### src/rtl/c2p_axil_pkg.sv
// Shared constants for the C2P AXI4-Lite control register bank.
package c2p_axil_pkg;

    // Byte offsets within the bank; only addr[3:2] select a register.
    localparam logic [3:0] MAP_OFS     = 4'h0;
    localparam logic [3:0] CTRL_OFS    = 4'h4;
    localparam logic [3:0] STATUS_OFS  = 4'h8;
    localparam logic [3:0] VERSION_OFS = 4'hC;

    localparam logic [1:0] RESP_OKAY   = 2'b00;
    localparam logic [1:0] RESP_SLVERR = 2'b10;

    localparam int STATUS_PENDING = 0;
    localparam int STATUS_DONE    = 1;
    localparam int STATUS_OVERRUN = 2;

    function automatic logic [31:0] apply_wstrb(input logic [31:0] old_val,
                                                input logic [31:0] new_val,
                                                input logic [3:0]  strb);
        logic [31:0] res;
        res = old_val;
        for (int b = 0; b < 4; b++) begin
            if (strb[b]) res[8*b +: 8] = new_val[8*b +: 8];
        end
        return res;
    endfunction

endpackage

### src/rtl/c2p_axil_ctrl_slave.sv
// AXI4-Lite responder for the C2P control bank: MAP register, START handoff
// to the core over valid/ready, and sticky status reporting.
module c2p_axil_ctrl_slave
    import c2p_axil_pkg::*;
#(
    parameter int          ADDR_W  = 32,
    parameter logic [31:0] VERSION = 32'h0001_0000
) (
    input  logic              aclk,
    input  logic              reset,
    input  logic [ADDR_W-1:0] s_axi_awaddr,
    input  logic              s_axi_awvalid,
    output logic              s_axi_awready,
    input  logic [31:0]       s_axi_wdata,
    input  logic [3:0]        s_axi_wstrb,
    input  logic              s_axi_wvalid,
    output logic              s_axi_wready,
    output logic [1:0]        s_axi_bresp,
    output logic              s_axi_bvalid,
    input  logic              s_axi_bready,
    input  logic [ADDR_W-1:0] s_axi_araddr,
    input  logic              s_axi_arvalid,
    output logic              s_axi_arready,
    output logic [31:0]       s_axi_rdata,
    output logic [1:0]        s_axi_rresp,
    output logic              s_axi_rvalid,
    input  logic              s_axi_rready,
    output logic [31:0]       map_o,
    output logic              inp_valid_o,
    input  logic              inp_ready_i,
    input  logic              done_i
);

    logic              aw_full, w_full;
    logic [ADDR_W-1:2] aw_addr_q;
    logic [31:0]       w_data_q;
    logic [3:0]        w_strb_q;
    logic              bvalid_q, rvalid_q;
    logic [1:0]        bresp_q, rresp_q;
    logic [31:0]       rdata_q;
    logic [31:0]       map_q, map_out_q;
    logic              pending_q, done_q, overrun_q;

    // Byte-lane bits of the addresses are ignored by design.
    logic unused_addr_lsbs;
    assign unused_addr_lsbs = &{1'b0, s_axi_awaddr[1:0], s_axi_araddr[1:0]};

    // Readies are held low while reset is asserted so no handshake can occur.
    assign s_axi_awready = ~aw_full & ~reset;
    assign s_axi_wready  = ~w_full & ~reset;
    assign s_axi_arready = ~rvalid_q & ~reset;

    assign s_axi_bvalid = bvalid_q;
    assign s_axi_bresp  = bresp_q;
    assign s_axi_rvalid = rvalid_q;
    assign s_axi_rresp  = rresp_q;
    assign s_axi_rdata  = rdata_q;
    assign map_o        = map_out_q;
    assign inp_valid_o  = pending_q;

    logic        aw_hs, w_hs, ar_hs, commit;
    logic        wr_hi_ok, rd_hi_ok;
    logic [3:0]  wr_ofs, rd_ofs;
    logic        wr_map, start_req, w1c_done, w1c_ovr;
    logic [1:0]  wr_resp;
    logic [31:0] map_next;
    logic [31:0] rd_data;
    logic [1:0]  rd_resp;

    assign aw_hs    = s_axi_awvalid & s_axi_awready;
    assign w_hs     = s_axi_wvalid & s_axi_wready;
    assign ar_hs    = s_axi_arvalid & s_axi_arready;
    assign commit   = aw_full & w_full & ~bvalid_q;
    assign wr_ofs   = {aw_addr_q[3:2], 2'b00};
    assign wr_hi_ok = (aw_addr_q[ADDR_W-1:4] == '0);
    assign rd_ofs   = {s_axi_araddr[3:2], 2'b00};
    assign rd_hi_ok = (s_axi_araddr[ADDR_W-1:4] == '0);

    // NOTE: every always_comb output gets a default first so no path can infer a latch.
    always_comb begin
        wr_map    = 1'b0;
        start_req = 1'b0;
        w1c_done  = 1'b0;
        w1c_ovr   = 1'b0;
        wr_resp   = RESP_SLVERR;
        if (commit && wr_hi_ok) begin
            unique case (wr_ofs)
                MAP_OFS: begin
                    wr_map  = 1'b1;
                    wr_resp = RESP_OKAY;
                end
                CTRL_OFS: begin
                    start_req = w_strb_q[0] & w_data_q[0];
                    wr_resp   = RESP_OKAY;
                end
                STATUS_OFS: begin
                    w1c_done = w_strb_q[0] & w_data_q[STATUS_DONE];
                    w1c_ovr  = w_strb_q[0] & w_data_q[STATUS_OVERRUN];
                    // Only a genuine W1C is accepted; anything else hits a read-only register.
                    if (w1c_done || w1c_ovr) wr_resp = RESP_OKAY;
                end
                default: wr_resp = RESP_SLVERR;
            endcase
        end
        map_next = wr_map ? apply_wstrb(map_q, w_data_q, w_strb_q) : map_q;
    end

    always_comb begin
        rd_data = '0;
        rd_resp = RESP_SLVERR;
        if (rd_hi_ok) begin
            rd_resp = RESP_OKAY;
            unique case (rd_ofs)
                MAP_OFS:     rd_data = map_q;
                CTRL_OFS:    rd_data = {31'b0, pending_q};
                STATUS_OFS:  rd_data = {29'b0, overrun_q, done_q, pending_q};
                VERSION_OFS: rd_data = VERSION;
                default:     rd_data = '0;
            endcase
        end
    end

    // NOTE: sequential state uses non-blocking assignments so all registers update from pre-edge values.
    always_ff @(posedge aclk) begin
        if (reset) begin
            aw_full   <= 1'b0;
            w_full    <= 1'b0;
            aw_addr_q <= '0;
            w_data_q  <= '0;
            w_strb_q  <= '0;
            bvalid_q  <= 1'b0;
            bresp_q   <= RESP_OKAY;
            rvalid_q  <= 1'b0;
            rresp_q   <= RESP_OKAY;
            rdata_q   <= '0;
            map_q     <= '0;
            map_out_q <= '0;
            pending_q <= 1'b0;
            done_q    <= 1'b0;
            overrun_q <= 1'b0;
        end else begin
            if (commit) begin
                aw_full <= 1'b0;
            end else if (aw_hs) begin
                aw_full   <= 1'b1;
                aw_addr_q <= s_axi_awaddr[ADDR_W-1:2];
            end

            if (commit) begin
                w_full <= 1'b0;
            end else if (w_hs) begin
                w_full   <= 1'b1;
                w_data_q <= s_axi_wdata;
                w_strb_q <= s_axi_wstrb;
            end

            if (commit) begin
                bvalid_q <= 1'b1;
                bresp_q  <= wr_resp;
            end else if (s_axi_bready) begin
                bvalid_q <= 1'b0;
            end

            if (ar_hs) begin
                rvalid_q <= 1'b1;
                rdata_q  <= rd_data;
                rresp_q  <= rd_resp;
            end else if (s_axi_rready) begin
                rvalid_q <= 1'b0;
            end

            map_q <= map_next;

            // A new START only captures when the previous request has been taken.
            if (start_req && !pending_q) begin
                pending_q <= 1'b1;
                map_out_q <= map_next;
            end else if (pending_q && inp_ready_i) begin
                pending_q <= 1'b0;
            end

            if (start_req && pending_q) overrun_q <= 1'b1;
            else if (w1c_ovr)           overrun_q <= 1'b0;

            // The core's done pulse takes priority over a simultaneous software clear.
            if (done_i)        done_q <= 1'b1;
            else if (w1c_done) done_q <= 1'b0;
        end
    end

endmodule

### config.mk
export PLATFORM = sky130hd
export DESIGN_NAME = c2p_axil_ctrl_slave
export DESIGN_NICKNAME = d
export VERILOG_FILES = /design/src/rtl/c2p_axil_pkg.sv /design/src/rtl/c2p_axil_ctrl_slave.sv
export SDC_FILE = /design/constraint.sdc
export NUM_CORES = 1
export LEC_CHECK = 0
export BUFFER_PORTS_ARGS = -buffer_cell sky130_fd_sc_hd__buf_2
export CAP_MARGIN = 20
export CORE_ASPECT_RATIO = 1.4
export CORE_UTILIZATION = 47
export DETAILED_ROUTE_END_ITERATION = 10
export GPL_ROUTABILITY_DRIVEN = 0
export PLACE_DENSITY = 0.76
export SETUP_SLACK_MARGIN = 0.05
export SYNTH_ARGS = -nofsm -noshare
export SYNTH_HDL_FRONTEND = slang
export SYNTH_SLANG_ARGS = --single-unit
### constraint.sdc
create_clock -name aclk -period 1.86 [get_ports aclk]
set_input_delay 0.186 -clock aclk [delete_from_list [all_inputs] [get_ports aclk]]
set_output_delay 0.186 -clock aclk [all_outputs]
set_load 0.05 [all_outputs]
== Word-level counts from Yosys, hierarchy flattened ==
Index checks and enable logic that the tools add are counted.
Widths: inputs -> output; s select.

* Bits in read-only memories: 0
* Memory bits (writable): 0
* Memories kept: 0
* Bits in latches: 0
* Logic and storage cells: 85
* Output and inout bits: 74
* Input port bits: 109
* Register bits: 173

* Equal/unequal tests: 5
* $mul: 0
* Mux-type cells: 29
* Add/sub/neg operators: 0
* $lt $le $gt $ge: 0
* Bitwise operators: 17
* Shifts and indexed selects: 0
* Reduce and logical (&&, ||, !) cells: 19
* Divide/modulo/power cells: 0

{| class="wikitable"
|+ Operators with widths
! operator !! number
|-
| $pmux 32 s4 || 1
|-
| $mux 32 || 2
|-
| $logic_not 28->1 || 2
|-
| $mux 8 || 4
|-
| $mux 1 || 18
|-
| $and 1x1->1 || 11
|-
| $reduce_bool 2->1 || 5
|-
| $logic_not 4->1 || 2
|-
| $eq 2x2->1 const B || 3
|-
| $mux 2 || 3
|-
| $not 1->1 || 6
|-
| $eq 2x1->1 const B || 2
|-
| $logic_and 1x1->1 || 4
|-
| $pmux 2 s2 || 1
|-
| $reduce_and 2->1 || 2
|-
| $reduce_or 2->1 || 2
|-
| $logic_not 1->1 || 1
|-
| $logic_or 1x1->1 || 1
|}

== Logic depth before layout (Yosys ltp) ==
Gate-level depths: netlist of run 1.

* Depth after elaboration: 6
* Mapped depth: 7
* Gate-level depth less buffers: 4

== Worst setup path after synthesis of run 1 ==
No wires, ideal clock.

* Path type: reg-to-reg
* Start: register bvalid_q (netlist: s_axi_bvalid)
* End: register map_out_q[10] (netlist: map_o[10])
* Stages on the path, launching flop included: 7
* Clock period less this slack: 2.057 ns
* Slack: -0.197 ns
* Buffers on the path: 2
* Required time: 1.740 ns
* Library setup time: 0.120 ns
* Data arrival time: 1.937 ns
* Cells stage by stage: dfxtp_1 and3b_1 nand4_4 or4_1 buf_6 buf_6 mux2i_1

* Word-level cells in the longest chain between the ends: 5
* Elaborated cells between the ends (all ways): 7
* Classes of those cells: mux (3); bitwise (2); reduce/logical (2)

{| class="wikitable"
|+ RTL lines
! what !! line !! RTL
|-
| start: declaration || c2p_axil_ctrl_slave.sv:38 || <nowiki>logic bvalid_q, rvalid_q;</nowiki>
|-
| start signal: assignment || c2p_axil_ctrl_slave.sv:131 || <nowiki>bvalid_q <= 1'b0;</nowiki>
|-
| start signal: assignment || c2p_axil_ctrl_slave.sv:158 || <nowiki>bvalid_q <= 1'b1;</nowiki>
|-
| start signal: assignment || c2p_axil_ctrl_slave.sv:161 || <nowiki>bvalid_q <= 1'b0;</nowiki>
|-
| $not 1->1 * || c2p_axil_ctrl_slave.sv:73 || <nowiki>assign commit = aw_full & w_full & ~bvalid_q;</nowiki>
|-
| $and 1x1->1 * || c2p_axil_ctrl_slave.sv:73 ||
|-
| $logic_and 1x1->1 * || c2p_axil_ctrl_slave.sv:86 || <nowiki>if (commit && wr_hi_ok) begin</nowiki>
|-
| $mux 1 || c2p_axil_ctrl_slave.sv:86 ||
|-
| $mux 32 or $logic_and 1x1->1 (tied branches) || c2p_axil_ctrl_slave.sv:105, c2p_axil_ctrl_slave.sv:175 ||
|-
| end signal: assignment || c2p_axil_ctrl_slave.sv:177 || <nowiki>map_out_q <= map_next;</nowiki>
|-
| end: declaration || c2p_axil_ctrl_slave.sv:41 || <nowiki>logic [31:0] map_q, map_out_q;</nowiki>
|}

Every way passes the cells marked *; elsewhere a longest branch is shown, timed or not.
A chain may end at the register's enable or synchronous reset.

== Worst setup path in the final report of run 1 ==
* Start: register aw_addr_q[31] (netlist name)
* End: register map_out_q[30] (netlist: map_o[30])

* Word-level cells in the longest chain between the ends: 4
* Elaborated cells between the ends (all ways): 6
* Classes of those cells: mux (3); reduce/logical (3)

{| class="wikitable"
|+ RTL lines
! what !! line !! RTL
|-
| start: declaration || c2p_axil_ctrl_slave.sv:35 || <nowiki>logic [ADDR_W-1:2] aw_addr_q;</nowiki>
|-
| start signal: assignment || c2p_axil_ctrl_slave.sv:146 || <nowiki>aw_addr_q <= s_axi_awaddr[ADDR_W-1:2];</nowiki>
|-
| $logic_not 28->1 * || c2p_axil_ctrl_slave.sv:75 || <nowiki>assign wr_hi_ok = (aw_addr_q[ADDR_W-1:4] == '0);</nowiki>
|-
| $logic_and 1x1->1 * || c2p_axil_ctrl_slave.sv:86 ||
|-
| $mux 1 || c2p_axil_ctrl_slave.sv:86 ||
|-
| $mux 32 or $logic_and 1x1->1 (tied branches) || c2p_axil_ctrl_slave.sv:105, c2p_axil_ctrl_slave.sv:175 ||
|}

Marks and branches as above.

==> flow_metrics.tcl, run 1 <==
set metrics [dict create \
    rows 51 \
    cts_tree "done" \
    synth_area_leaders "dfxtp_1 (51%), nand2b_1 (12%), mux2i_1 (9.8%)" \
    crit_chain "nor4_4, nand4_4, or4_4, buf_12, mux2i_1" \
    grt-ovfl-total 0 \
    crit_type "flop to flop" \
    p_per_area_nw_per_um2 869 \
    antenna_left 0 \
    clk_latency_ps 410 \
    rrSetupSlack_ps 40 \
    dieWidth_um 103 \
    critPathMaxStageDelay_ps 540 \
    hold_violations 0 \
    clkSinkCount 171 \
    grt_max_degree 100 \
    drive_above_1_share_pct 26.3 \
    via_count 5693 \
    grt_pass1_wl_mm 25.7 \
    crit_required_ps 2150 \
    seq_area_frac_synth_pct 50.8 \
    critical_path.slowest_cell "or4_4" \
    reg2reg_from "aw_addr_q[31]$_SDFFE_PP0P_" \
    critPathArrivalTime_ps 2110 \
    worst_slack_ps 37.1 \
    grtUsageTotal_pct 22.7 \
    p_clk_share_pct 43.1 \
    viasPerCell 4.97 \
    synth_area_leader_cell "dfxtp_1" \
    critical_path.reg2reg.endpoint "map_o[30]$_SDFFE_PP0P_" \
    grt_pass1_vias 5393 \
    synth_area_um2 6740 \
    yosysTopAreaCellShare_pct 50.8 \
    avgSynthCellArea_um2 9.41 \
    finalInstanceArea_um2 9210 \
    switching_share_pct 23.6 \
    rsz0062_at_grt "true" \
    intPower_mw 6.12 \
    cts_buffers 17 \
    clockRootBuffer "clkbuf_16" \
    diodes 0 \
    hp-class "primary input to flop" \
    peakVddDrop_uv 584 \
    finalWirelength_mm 16.6 \
    period_minus_slack_ps 1820 \
    dr.pass1.iters 4 \
    cts_buffer_depth 2 \
    startpoint "aw_addr_q[31]$_SDFFE_PP0P_" \
    multi_input_area_um2 3120 \
    cts.clk_slew.worst_paths_ps 60 \
    crit_end "map_o[30]$_SDFFE_PP0P_" \
    regArea_um2 3430 \
    drv_slew 0 \
    maxCapViolations 0 \
    dp_hpwl_mm 10.1 \
    fp.dieArea_um2 14800 \
    antenna_found_initial 0 \
    port_buffers 176 \
    fin_nets 1057 \
    comb_power_share_pct 8.7 \
    syn_inst 717 \
    total_leakage_power_nw 3.86 \
    syn2layout_area_growth_pct 36.5 \
    seq_power_share_pct 48.2 \
    io_pins 183 \
    setup_viol 0 \
    relSlewSlack_pct 46.7 \
    cts_max_level 4 \
    wl_per_cell_um 14.5 \
    period_share_pct 98.0 \
    route.detailed.drc 0 \
    place_area_um2 7920 \
    status "finished, final reports clean" \
    synth.distinct_cells 36 \
    die_y_um 144 \
    finalClockSkew_ps 9.13 \
    core-area_um2 14000 \
    drt_iter0_markers 222 \
    cp_max_fo 20 \
    yosysWarningCount 0 \
    post-place-ws_ps 33.9 \
    start_util_pct 48.3 \
    end_kind "flop" \
    n_fill_cell 1141 \
    tightestPinTransition_ps 799 \
    p_switching_mw 1.89 \
    timing.fmax_mhz 549 \
    worstRegToRegCells 5 \
    synth_seq_cells 171 \
    startpoint_type "flop" \
]
[power groups by stage]
stage / clock, mW / sequential (mW) / combinational (mW)
detailed placement: 0 / 3.94 / 0.572
global placement: 0 / 3.93 / 0.565
global route: 3.68 / 3.87 / 0.761
finish: 3.45 / 3.86 / 0.695
floorplan: 0 / 3.94 / 0.350
CTS: 3.51 / 3.85 / 0.689
[flip-flops by register name (all words and copies together) (netlist names)]
signal	count
s_axi_rdata	32
map_q	32
s_axi_rvalid	1
map_o	32
w_data_q	32
w_strb_q	4
done_q	1
aw_addr_q	30
s_axi_bvalid	1
s_axi_bresp	1
inp_valid_o	1
s_axi_rresp	1
overrun_q	1
w_full	1
aw_full	1
[per-stage QoR]
stage	TNS (ps)	utilization, %	cells	total power [mW]	hold WS (ps)
global placement	0	56.6	1043	4.50	380
finish	0	65.9	1145	8.01	38.2
floorplan	0	-	718	4.29	279
detailed placement	0	56.6	1043	4.51	379
CTS	0	65.8	1144	8.05	23.4
global route	-259	65.9	1145	8.31	27.2
[repair_timing]
| action | 4_1_cts | 5_1_grt |
|---|---|---|
| buffers inserted | 0 | 1 |
| hold buffers | 70 | 0 |
| pin swaps | 0 | 2 |
| resized for setup | 1 | 3 |
| setup endpoints to repair | 23 | 46 |
| hold endpoints to repair | 70 | 0 |
[Yosys cell counts]
master / number
mux2i_1: 66
inv_1: 3
o31ai_1: 2
a211oi_1: 2
buf_2: 3
dfxtp_1: 171
nor4_4: 5
nor2b_1: 1
a32oi_1: 3
or3b_1: 1
a22oi_1: 1
nand3_1: 2
nor2_1: 15
nand2_1: 100
and3b_1: 1
nor4_2: 3
nand4_1: 28
clkbuf_1: 45
nand2b_1: 132
o21ai_0: 61
a21oi_1: 34
xor2_1: 1
and4_1: 1
a22o_1: 1
nor4_1: 4
buf_4: 2
or4_1: 5
nor3_2: 4
and2_1: 3
nand3b_1: 1
buf_6: 4
nand4b_1: 1
o21ai_1: 6
nand4_4: 2
conb_1: 1
o21a_1: 2
[worst max-delay path, delay by kind of cell (launching register included)]
kind	cells	cell delay, ps
multiplexers	1	140
flip-flops	1	330
AND/OR/NAND/NOR	3	1020
buffers and inverters	1	200
[per-layer routing]
metal	up-vias	track usage, %	part of all wire (%)
met5	-	0	0
met4	0	7.71	1.4
met3	15	5.50	4.3
met2	127	40.6	51
met1	2663	26.0	43
li1	2888	-	-
[cells in the final DEF (no fill, tap or decap), types with 3 or more instances in the layout]
cell type,instances
clkinvlp_4,4
nor2_2,3
a32oi_1,3
buf_4,10
nand2_1,100
dlygate4sd3_1,70
o21ai_1,6
dfxtp_1,164
dfxtp_2,6
nand2b_1,132
inv_1,3
nor3_2,3
nor4_4,8
buf_12,9
clkbuf_16,17
nor4_1,4
or4_1,4
nor2_1,12
mux2i_1,66
buf_2,175
clkinv_2,3
o21ai_0,61
nand4_1,28
a21oi_1,34
[area by class of cell]
class	instances	share of cell area (%)
inverter	3	0.122
clock buffer	18	4.66
multi-input combinational	490	33.8
sequential	171	37.3
timing repair buffer	265	20.0
clock inverter	13	1.55
tap	185	2.51
[how the worst min path moves through the flow]
stage                startpoint                    endpoint  slack [ps]  cells after the start
3_3_place_gp   s_axi_awaddr[19]  aw_addr_q[19]$_SDFFE_PP0P_         380                      3
2_1_floorplan      s_axi_rready   s_axi_rvalid$_SDFFE_PP0P_         280                      1
3_5_place_dp       s_axi_rready   s_axi_rvalid$_SDFFE_PP0P_         380                      2
6_report            inp_ready_i    inp_valid_o$_SDFFE_PP0P_          40                      3
5_1_grt             inp_ready_i    inp_valid_o$_SDFFE_PP0P_          30                      3
4_1_cts             inp_ready_i    inp_valid_o$_SDFFE_PP0P_          20                      3
[logic make-up (layout without fill, tap and decap cells)]
kind of cell | count (synthesis) | after routing | synth area share [%]
AND/OR/NAND/NOR | 309 | 309 | 26.7
flip-flops | 171 | 171 | 50.8
AO/OA/AOI/OAI | 112 | 112 | 8.79
multiplexers | 66 | 66 | 9.80
buffers and inverters | 57 | 299 | 3.78
other | 1 | 2 | 0.0556
XOR/XNOR | 1 | 1 | 0.130
Power figures use the tool's default switching activity.
==> inputs of run 2 (changes only) <==
--- a/config.mk
+++ b/config.mk
@@ -11,7 +11,7 @@
 export CORE_UTILIZATION = 47
 export DETAILED_ROUTE_END_ITERATION = 10
 export GPL_ROUTABILITY_DRIVEN = 0
-export PLACE_DENSITY = 0.76
+export PLACE_DENSITY = 0.73
 export SETUP_SLACK_MARGIN = 0.05
 export SYNTH_ARGS = -nofsm -noshare
 export SYNTH_HDL_FRONTEND = slang
==> constraint.sdc (replaced) <==
create_clock -name aclk -period 2 [get_ports aclk]
set_input_delay 0.2 -clock aclk [delete_from_list [all_inputs] [get_ports aclk]]
set_output_delay 0.2 -clock aclk [all_outputs]
set_load 0.05 [all_outputs]
==> flow_metrics.tcl, run 2 (synthesis gave the netlist of run 1 again) <==
set metrics [dict create \
    status "finished with violations" \
    violations "negative hold slack" \
    p_per_area_nw_per_um2 800 \
    relSlewSlack_pct 57.0 \
    crit_required_ps 2300 \
    cts_buffer_depth 2 \
    via_count 5714 \
    diodes 0 \
    startpoint_type "flop" \
    antenna_left 0 \
    maxCapViolations 0 \
    io_pins 183 \
    fp.dieArea_um2 14800 \
    end_kind "flop" \
    hold_ws_ps -0.115 \
    start_util_pct 48.3 \
    layout_commonest_cell "buf_2" \
    cts_tree "done" \
    grt-ovfl-total 0 \
    period_share_pct 94.2 \
    critical_path.slowest_cell "or4_4" \
    layout.cells.non_filler 1136 \
    wl_per_cell_um 14.8 \
    crit_type "flop to flop" \
    dieWidth_um 103 \
    finalWirelength_mm 16.8 \
    grt_max_degree 174 \
    worstRegToRegCells 6 \
    clockRootBuffer "clkbuf_16" \
    hold_violations 1 \
    drv_slew 0 \
    rsz0062_at_grt "true" \
    clkSinkCount 171 \
    startpoint "aw_addr_q[4]$_SDFFE_PP0P_" \
    port_buffers 176 \
    syn2layout_area_growth_pct 34.3 \
    dr.pass1.iters 4 \
    die_y_um 144 \
    crit_chain "nor4_2, buf_4, nand4_4, or4_4, buf_12, mux2i_1" \
    grt_pass1_vias 5645 \
    hp-class "primary input to flop" \
    tightestPinTransition_ps 644 \
    min_delay_path_depth 3 \
    finalClockSkew_ps 10.1 \
    viasPerCell 5.03 \
    postCtsSetupRepairBufs 0 \
    clk_latency_ps 420 \
    grtUsageTotal_pct 23.7 \
    timing.fmax_mhz 531 \
    tns_ps 0 \
    rows 51 \
    hp-start "s_axi_wdata[10]" \
    drive_above_1_share_pct 26.0 \
    total_leakage_power_nw 3.79 \
    core-area_um2 14000 \
    cts.clk_slew.worst_paths_ps 70 \
    cts_max_level 4 \
    cp_max_fo 17 \
    antenna_found_initial 0 \
    power.total_mw 7.25 \
    reg2reg_from "aw_addr_q[4]$_SDFFE_PP0P_" \
    critPathMaxStageDelay_ps 600 \
    setup_viol 0 \
    dp_hpwl_mm 10.1 \
    dpl.cell_count 1042 \
    grt_pass1_wl_mm 27.1 \
    route.detailed.drc 0 \
    critPathArrivalTime_ps 2180 \
    peakVddDrop_uv 460 \
    final_cell_mix "buf_2 (175), dfxtp_1 (169), nand2b_1 (132)" \
    cts_buffers 17 \
    period_minus_slack_ps 1880 \
    drt_iter0_markers 268 \
    fin_nets 1047 \
]
-- run 2: area by class of cell --
| class | instances | area (um^2) |
|---|---|---|
| Fill cell | 1146 | 4920 |
| Clock buffer | 20 | 457 |
| Timing Repair Buffer | 255 | 1750 |
| Inverter | 3 | 11.3 |
| Clock inverter | 12 | 88.8 |
| Multi-Input combinational cell | 490 | 3090 |
| Tap cell | 185 | 231 |
| Sequential cell | 171 | 3430 |
-- run 2: path summary, 6_finish.rpt --
kind | end | slack (ps)
min reg2reg | s_axi_rdata[22]$_SDFFE_PP0P_ | 450
min | w_data_q[10]$_SDFFE_PP0P_ | -0.1
max | map_o[20]$_SDFFE_PP0P_ | 120
max reg2reg | map_o[20]$_SDFFE_PP0P_ | 120
-- run 2: metrics by stage --
step,cell area (um^2),utilization (%),worst slack (ps)
final,9050,64.8,115
after global routing,9050,64.8,44.0
after CTS,9040,64.7,97.1
after detailed placement,7860,56.2,-36.2
after global placement,7860,56.2,-7.29
after floorplan,6750,-,88.2
-- run 2: timing repair --
item | CTS | global route
hold endpoints to repair | 61 | 0
cloned | 1 | 0
gates resized for setup | 2 | 2
endpoints found under the setup margin | 33 | 10
pin swaps | 1 | 2
hold buffers | 61 | 0
-- run 2: report_power, final --
group	internal, mW	switching (mW)
logic	0.319	0.317
clock network	1.67	1.37
registers	3.51	0.0658
total	5.50	1.75
-- run 2: routing by layer --
metal	share of wire (%)	wire [um]	track usage, %	vias to the layer above
met5	0	0	0	-
met4	1.3	215	8.23	0
met3	4.7	793	5.40	21
met2	52	8640	41.8	161
met1	42	7110	27.7	2656
li1	-	-	-	2876
-- run 2: critical path: cells and delay by family (launching register included) --
kind / cells / cell delay, ps
simple gates: 3 / 950
buf+inv: 2 / 360
flops: 1 / 320
mux: 1 / 140
